===== src/rtl/nn_pkg.sv =====
// Shared types and helpers for the neural-network datapath blocks.
package nn_pkg;

    typedef enum logic [1:0] {IDLE, SCAN, DONE} argmax_state_t;

    // Index width that stays legal (>=1 bit) even for a single-entry vector.
    function automatic int idx_width(input int n);
        return (n > 1) ? $clog2(n) : 1;
    endfunction

endpackage


===== src/rtl/argmax_classifier.sv =====
// Sequential argmax over the final-layer score bus: snapshot on start, one signed
// compare per clock, then a one-cycle done pulse with the winning index and value.
module argmax_classifier
    import nn_pkg::*;
#(
    parameter int neuron_number = 10,
    parameter int dataWidth     = 16,
    localparam int IDX_W        = idx_width(neuron_number),
    localparam int SW           = 2 * dataWidth
) (
    input  logic                        clk,
    input  logic                        rst_n,
    input  logic                        start,
    input  logic [SW*neuron_number-1:0] scores,
    output logic                        busy,
    output logic                        done,
    output logic [IDX_W-1:0]            class_idx,
    output logic signed [SW-1:0]        max_score
);

    localparam logic [IDX_W-1:0] LastCnt = IDX_W'(neuron_number - 1);

    argmax_state_t               state_q, state_d;
    logic [SW*neuron_number-1:0] snap_q, snap_d;
    logic [IDX_W-1:0]            cnt_q, cnt_d;
    logic signed [SW-1:0]        best_val_q, best_val_d;
    logic [IDX_W-1:0]            best_idx_q, best_idx_d;
    logic [IDX_W-1:0]            class_idx_q, class_idx_d;
    logic signed [SW-1:0]        max_score_q, max_score_d;
    logic signed [SW-1:0]        cur_val;
    logic                        accept;

    // Select the snapshot entry addressed by the scan counter.
    always_comb begin
        cur_val = '0;
        for (int i = 0; i < neuron_number; i++) begin
            if (cnt_q == IDX_W'(i)) cur_val = $signed(snap_q[i*SW +: SW]);
        end
    end

    // Next-state: scan step, final result capture and start acceptance.
    always_comb begin
        state_d     = state_q;
        snap_d      = snap_q;
        cnt_d       = cnt_q;
        best_val_d  = best_val_q;
        best_idx_d  = best_idx_q;
        class_idx_d = class_idx_q;
        max_score_d = max_score_q;
        // A new request may overlap the DONE cycle so scans can run back-to-back.
        accept      = start && (state_q != SCAN);

        unique case (state_q)
            SCAN: begin
                // Strict compare keeps the lowest index on ties.
                if (cur_val > best_val_q) begin
                    best_val_d = cur_val;
                    best_idx_d = cnt_q;
                end
                cnt_d = cnt_q + IDX_W'(1);
                if (cnt_q == LastCnt) begin
                    state_d     = DONE;
                    class_idx_d = best_idx_d;
                    max_score_d = best_val_d;
                end
            end
            default: state_d = IDLE;
        endcase

        if (accept) begin
            snap_d     = scores;
            best_val_d = $signed(scores[SW-1:0]);
            best_idx_d = '0;
            cnt_d      = IDX_W'(1);
            if (neuron_number > 1) begin
                state_d = SCAN;
            end else begin
                state_d     = DONE;
                class_idx_d = '0;
                max_score_d = $signed(scores[SW-1:0]);
            end
        end
    end

    // State and datapath registers.
    always_ff @(posedge clk or negedge rst_n) begin
        if (!rst_n) begin
            state_q     <= IDLE;
            snap_q      <= '0;
            cnt_q       <= '0;
            best_val_q  <= '0;
            best_idx_q  <= '0;
            class_idx_q <= '0;
            max_score_q <= '0;
        end else begin
            state_q     <= state_d;
            snap_q      <= snap_d;
            cnt_q       <= cnt_d;
            best_val_q  <= best_val_d;
            best_idx_q  <= best_idx_d;
            class_idx_q <= class_idx_d;
            max_score_q <= max_score_d;
        end
    end

    assign busy      = (state_q == SCAN);
    assign done      = (state_q == DONE);
    assign class_idx = class_idx_q;
    assign max_score = max_score_q;

endmodule


===== config.mk =====
export PLATFORM = sky130hd
export DESIGN_NAME = argmax_classifier
export DESIGN_NICKNAME = d
export VERILOG_FILES = /design/src/rtl/nn_pkg.sv /design/src/rtl/argmax_classifier.sv
export SDC_FILE = /design/constraint.sdc
export NUM_CORES = 1
export LEC_CHECK = 0
export BUFFER_PORTS_ARGS = -buffer_cell sky130_fd_sc_hd__buf_2
export CAP_MARGIN = 20
export CORE_ASPECT_RATIO = 0.8
export CORE_UTILIZATION = 60
export DETAILED_ROUTE_END_ITERATION = 16
export PLACE_DENSITY = 0.88
export SLEW_MARGIN = 20
export SYNTH_ARGS = -nofsm -noshare
export SYNTH_HDL_FRONTEND = slang
export SYNTH_SLANG_ARGS = --single-unit

===== constraint.sdc =====
create_clock -name clk -period 9.63 [get_ports clk]
set_input_delay 0.963 -clock clk [delete_from_list [all_inputs] [get_ports clk]]
set_output_delay 0.963 -clock clk [all_outputs]
set_load 0.005 [all_outputs]

# Word level (Yosys, flattened, before mapping)
# Cells that the tools add are included.
[totals]
reg_bits = 398
latchBits = 0
mem_bits_rw = 0
rom_bits = 0
inputBits = 323
out_inout_bits = 38
wordCells = 47
mem_count = 0
[classes]
n_addsub = 1
multipliers = 0
div = 0
n_lt_le_gt_ge = 1
eq_ne = 13
n_shift = 0
mux = 21
n_bitwise = 0
n_reduce_logical = 4
[ops]
columns = ["cell", "count"]
rows = [
  ["32-bit two-way mux", 13],
  ["32-bit > comparator", 1],
  ["4-bit two-way mux", 5],
  ["4-bit by 3-bit equality test with 1-bit output, second input constant", 4],
  ["4-bit by 2-bit equality test with 1-bit output, second input constant", 2],
  ["4-bit equality test, second input constant", 2],
  ["2-bit two-way mux", 3],
  ["4-bit by 1-bit adder with 4-bit output, second input constant", 1],
  ["4-bit by 1-bit equality test with 1-bit output, second input constant", 1],
  ["4-bit logical NOT", 1],
  ["3-bit by 1-bit inequality test with 1-bit output, second input constant", 1],
  ["2-bit by 1-bit equality test with 1-bit output, second input constant", 1],
  ["2-bit equality test, second input constant", 1],
  ["2-bit by 1-bit inequality test with 1-bit output, second input constant", 1],
  ["2-bit AND reduction", 1],
  ["2-bit nonzero test", 1],
  ["1-bit logical AND", 1],
]

# Logic depth before layout (Yosys ltp)
[depth]
depth_word = 15
ltp_mapped = 20
depth_no_buf = 16

# Worst setup path before layout
# Ideal clock, no wire load.
[synth_path]
path_type = "flip-flop to flip-flop"
startpoint = "register cnt_q[1]"
endpoint = "register best_val_q[16]"
setup_ns = 0.126
arrival_ns = 4.003
required_time_ns = 9.504
slack_ns = 5.501
path_stages_with_launch = 20
n_path_buf = 4
period_less_slack_ns = 4.129
path_cell_list = "dfrtp_1 -> inv_1 -> ha_1 -> and3b_1 -> clkbuf_1 -> or2_1 -> buf_2 -> buf_2 -> a211oi_1 -> a2111oi_0 -> nor3_2 -> ha_1 -> nand4_1 -> nor3_2 -> nand3_1 -> or4_4 -> o211ai_2 -> nor2_1 -> buf_2 -> a221o_1"
[synth_via]
elab_chain_len = 15
word_cells_on_any_way = 24
classes_between = "1 x order compare; 9 x eq/ne; 13 x mux; 1 x reduce/logical"
[synth_rtl]
columns = ["element", "line", "rtl"]
rows = [
  ["start: declaration", "argmax_classifier.sv:25", "logic [IDX_W-1:0] cnt_q, cnt_d;"],
  ["start signal: assignment", "argmax_classifier.sv:98", "cnt_q <= cnt_d;"],
  ["4-bit logical NOT", "argmax_classifier.sv:37", "if (cnt_q == IDX_W'(i)) cur_val = $signed(snap_q[i*SW +: SW]);"],
  ["32-bit two-way mux (9 in series)", "argmax_classifier.sv:37", ""],
  ["32-bit two-way mux (*)", "argmax_classifier.sv:37", ""],
  ["32-bit > comparator", "argmax_classifier.sv:56", "if (cur_val > best_val_q) begin"],
  ["32-bit two-way mux (*)", "argmax_classifier.sv:56", ""],
  ["32-bit two-way mux (*)", "argmax_classifier.sv:53", "unique case (state_q)"],
  ["32-bit two-way mux (*)", "argmax_classifier.sv:70", "if (accept) begin"],
  ["end signal: assignment", "argmax_classifier.sv:99", "best_val_q <= best_val_d;"],
  ["end: declaration", "argmax_classifier.sv:26", "logic signed [SW-1:0] best_val_q, best_val_d;"],
]
# Every way passes the cells marked *; elsewhere a longest branch is shown, timed or not. The select of a mux whose other input is x is not followed.
# A chain may end at the register's enable or synchronous reset.

# Final worst setup path
[layout_path]
startpoint = "register cnt_q[1]"
endpoint = "register best_val_q[9]"
# Same word-level chain as after synthesis.

==> impl_metrics.py <==
metrics = {
    "synth": {
        "synth_top_flop_cell": "dfrtp_1",
        "synth_top_area_share_pct": 52.5,
        "seq_area_frac_synth_pct": 52.5,
        "yosysMostFrequentCell": "nand2_1",
        "syn-instance-count": 2194,
        "synth.distinct_cells": 57,
        "netlist_area_um2": 19000,
        "synth_common_cells": "nand2_1, dfrtp_1, clkbuf_1, nor2_1, o22ai_1",
        "synth_edf_count": 0,
        "yosys_register_bits": 398,
        "synth_area_leaders": "dfrtp_1, nand2_1, o22ai_1",
        "yosysTopAreaCell": "dfrtp_1",
        "synth.avg_cell_area_um2": 8.64,
        "syn-num-nets": 2553,
        "async_flop_share_pct": 100,
        "yosys_warnings": 0,
    },
    "routing": {
        "drt_iter0_drc": 2011,
        "firstDrtPassIters": 8,
        "final_antenna_net_count": 0,
        "viasPerCell": 6.01,
        "finalWirelength_um": 61600,
        "drc": 0,
        "post_drt_wl_per_cell_um": 21.1,
        "vias": 17500,
    },
    "final_layout": {
        "final_nets": 2827,
        "diodes": 0,
        "drive_above_1_share_pct": 20.0,
        "area_growth_pct": 16.8,
    },
    "clock_network": {
        "hold_buffers": 0,
        "clkTransAtPathRegs_ps": 60,
        "cts_setup_buffers": 0,
        "cts_buffers": 40,
        "worstSkewPairLatency_ps": 550,
        "cts.path.max_buffers": 3,
        "h-tree-depth": 2,
        "clock_sinks": 398,
        "cts-root-buf": "clkbuf_16",
        "cts_tree": "yes",
        "cts_resized": 0,
    },
    "power": {
        "max-vdd-ir-drop_mv": 0.358,
        "netSwitchingPower_mw": 4.28,
        "p_sw_share_pct": 45.3,
        "pwr-share-clk_pct": 16.9,
        "intPower_mw": 5.17,
        "pwr-share-seq_pct": 32.1,
        "p_per_area_nw_per_um2": 427,
        "comb_power_share_pct": 51.0,
        "p_total_mw": 9.45,
        "power.leakage_nw": 11.8,
    },
    "global_routing": {
        "grt_pass1_vias": 17200,
        "overflow": 0,
        "grt_pass1_wl_um": 95400,
        "grt_usage_pct": 38.2,
        "antenna_found_initial": 0,
        "grt_max_degree": 204,
    },
    "critical_path": {
        "max_stage_delay_ps": 900,
        "crit_start": "cnt_q[1]",
        "reg2reg_depth": 16,
        "crit_path_max_fanout": 39,
        "critPathSlowestCell": "nor3b_2",
        "reg2reg_from": "cnt_q[1]",
        "crit_required_ps": 10100,
        "r2r_slack_ps": 2990,
        "cp-start-kind": "flip-flop",
        "r2r-end": "best_val_q[9]",
        "path_cells": "inv_1 -> ha_1 -> nor3b_2 -> buf_4 -> a22oi_1 -> a211oi_1 -> a2111oi_0 -> nor3_1 -> ha_1 -> nand4_1 -> or3_1 -> or4_4 -> o211a_4 -> a21oi_2 -> buf_4 -> a221o_1",
        "worstSetupEndpointType": "flip-flop",
        "path_class": "flip-flop to flip-flop",
        "arrival_ps": 7110,
    },
    "job": {
        "cap_violations": 0,
    },
    "timing": {
        "hold_viol_final": 0,
        "final-max-slew-violation-count": 0,
        "clock_skew_ps": 21.8,
        "setup_violations": 0,
        "relSlewSlack_pct": 24.5,
        "setup_tns_ps": 0,
        "holdWs_ps": 465,
        "tightest_slew_ps": 1130,
        "clock.fmax_mhz": 151,
        "finalCritPeriodShare_pct": 68.9,
        "rsz0062_at_grt": "false",
        "layout_min_cycle_time_ps": 6640,
        "setup_ws_ps": 2990,
    },
    "placement": {
        "hpwl_um": 43600,
        "gp_congestion": 1.07,
        "preCtsSetupSlack_ps": 2940,
        "portBuffers": 360,
    },
    "die": {
        "rows": 57,
        "ios": 361,
        "die_h_um": 161,
        "dieArea_um2": 32300,
        "fp.dieW_um": 201,
        "initial_core_util_pct": 61.7,
        "fp.coreArea_um2": 30700,
    },
    "worst_hold_path": {
        "hold_class": "primary input to async pin",
    },
    "outcome": {
        "status": "completed",
    },
}
==> layout make-up <==
| class | count | area [um^2] |
|---|---|---|
| Fill cell | 2362 | 8590 |
| Clock buffer | 55 | 1140 |
| Sequential cell | 398 | 9960 |
| Multi-Input combinational cell | 1608 | 8210 |
| Clock inverter | 19 | 190 |
| Timing Repair Buffer | 382 | 1990 |
| Inverter | 38 | 143 |
| Tap cell | 413 | 517 |
==> worst max-delay path, delay by kind of cell (launching register included) <==
kind | cells | cell delay (ps)
and+or+nand+nor | 5 | 2470
AOI/OAI and AO/OA | 6 | 1810
buffers and inverters | 3 | 920
adders and majority gates | 2 | 890
DFF | 1 | 450
==> per-layer routing <==
| layer | wire length [um] | global-route usage (%) | part of all wire (%) |
|---|---|---|---|
| met5 | 0 | 0 | 0 |
| met1 | 24000 | 51.6 | 39 |
| met4 | 3300 | 18.1 | 5.4 |
| met3 | 5770 | 6.76 | 9.4 |
| met2 | 28500 | 60.7 | 46 |
==> power by group through the flow <==
stage	registers, mW	clock network [mW]	logic (mW)
finish	3.04	1.60	4.81
global route	3.10	1.67	5.24
CTS	3.01	1.60	4.75
detailed placement	3.02	0	4.69
global placement	3.00	0	4.52
floorplan	2.82	0	3.68
==> worst max path at each step <==
| stage | to | slack, ps | cells after the start |
|---|---|---|---|
| 6_report | best_val_q[9] | 2990 | 16 |
| 5_1_grt | best_val_q[8] | 2820 | 16 |
| 4_1_cts | best_val_q[9] | 2940 | 16 |
| 3_5_place_dp | best_val_q[9] | 2940 | 16 |
| 3_3_place_gp | best_val_q[16] | 3220 | 16 |
| 2_1_floorplan | best_val_q[16] | 5500 | 19 |
==> cell usage in the layout (no fill, tap or decap), types with 9 or more instances in the layout <==
cell type  instances
clkbuf_16         41
a221oi_1          37
a2111oi_0          9
nand2_1          992
buf_2            359
a21o_1            10
nor3_1            34
a22oi_1           24
clkinv_2           9
nor2_1            87
a211oi_2          10
o22ai_1           77
dfrtp_1          398
o21ai_0           32
o21ai_1           21
nand3b_1          14
a221o_1           15
inv_1             38
ha_1              36
nor3_2            19
a21oi_1           27
a211oi_1          42
nand3_1           13
mux2i_1           33
buf_4             21
==> cells by family (layout without fill, tap and decap cells) <==
kind of cell | count (synthesis) | after routing | share of synthesized area, %
compound gates | 344 | 344 | 13.4
flops | 398 | 398 | 52.5
mux | 33 | 33 | 1.74
simple gates | 1195 | 1195 | 25.6
buf+inv | 188 | 494 | 4.30
fa+ha+maj | 36 | 36 | 2.38
==> registers in the layout (all words and copies together), names as in the netlist <==
name        flops
state_q         2
best_val_q     32
best_idx_q      4
cnt_q           4
snap_q        320
class_idx       4
max_score      32
==> metrics by stage <==
step / std cells / util (%) / area [um^2]
4_1_cts: 2913 / 72.0 / 22100
3_5_place_dp: 2839 / 67.7 / 20800
3_3_place_gp: 2839 / 67.7 / 20800
6_report: 2913 / 72.0 / 22100
2_1_floorplan: 2194 / - / 19000
5_1_grt: 2913 / 72.0 / 22100
(Power assumes the default switching activity.)
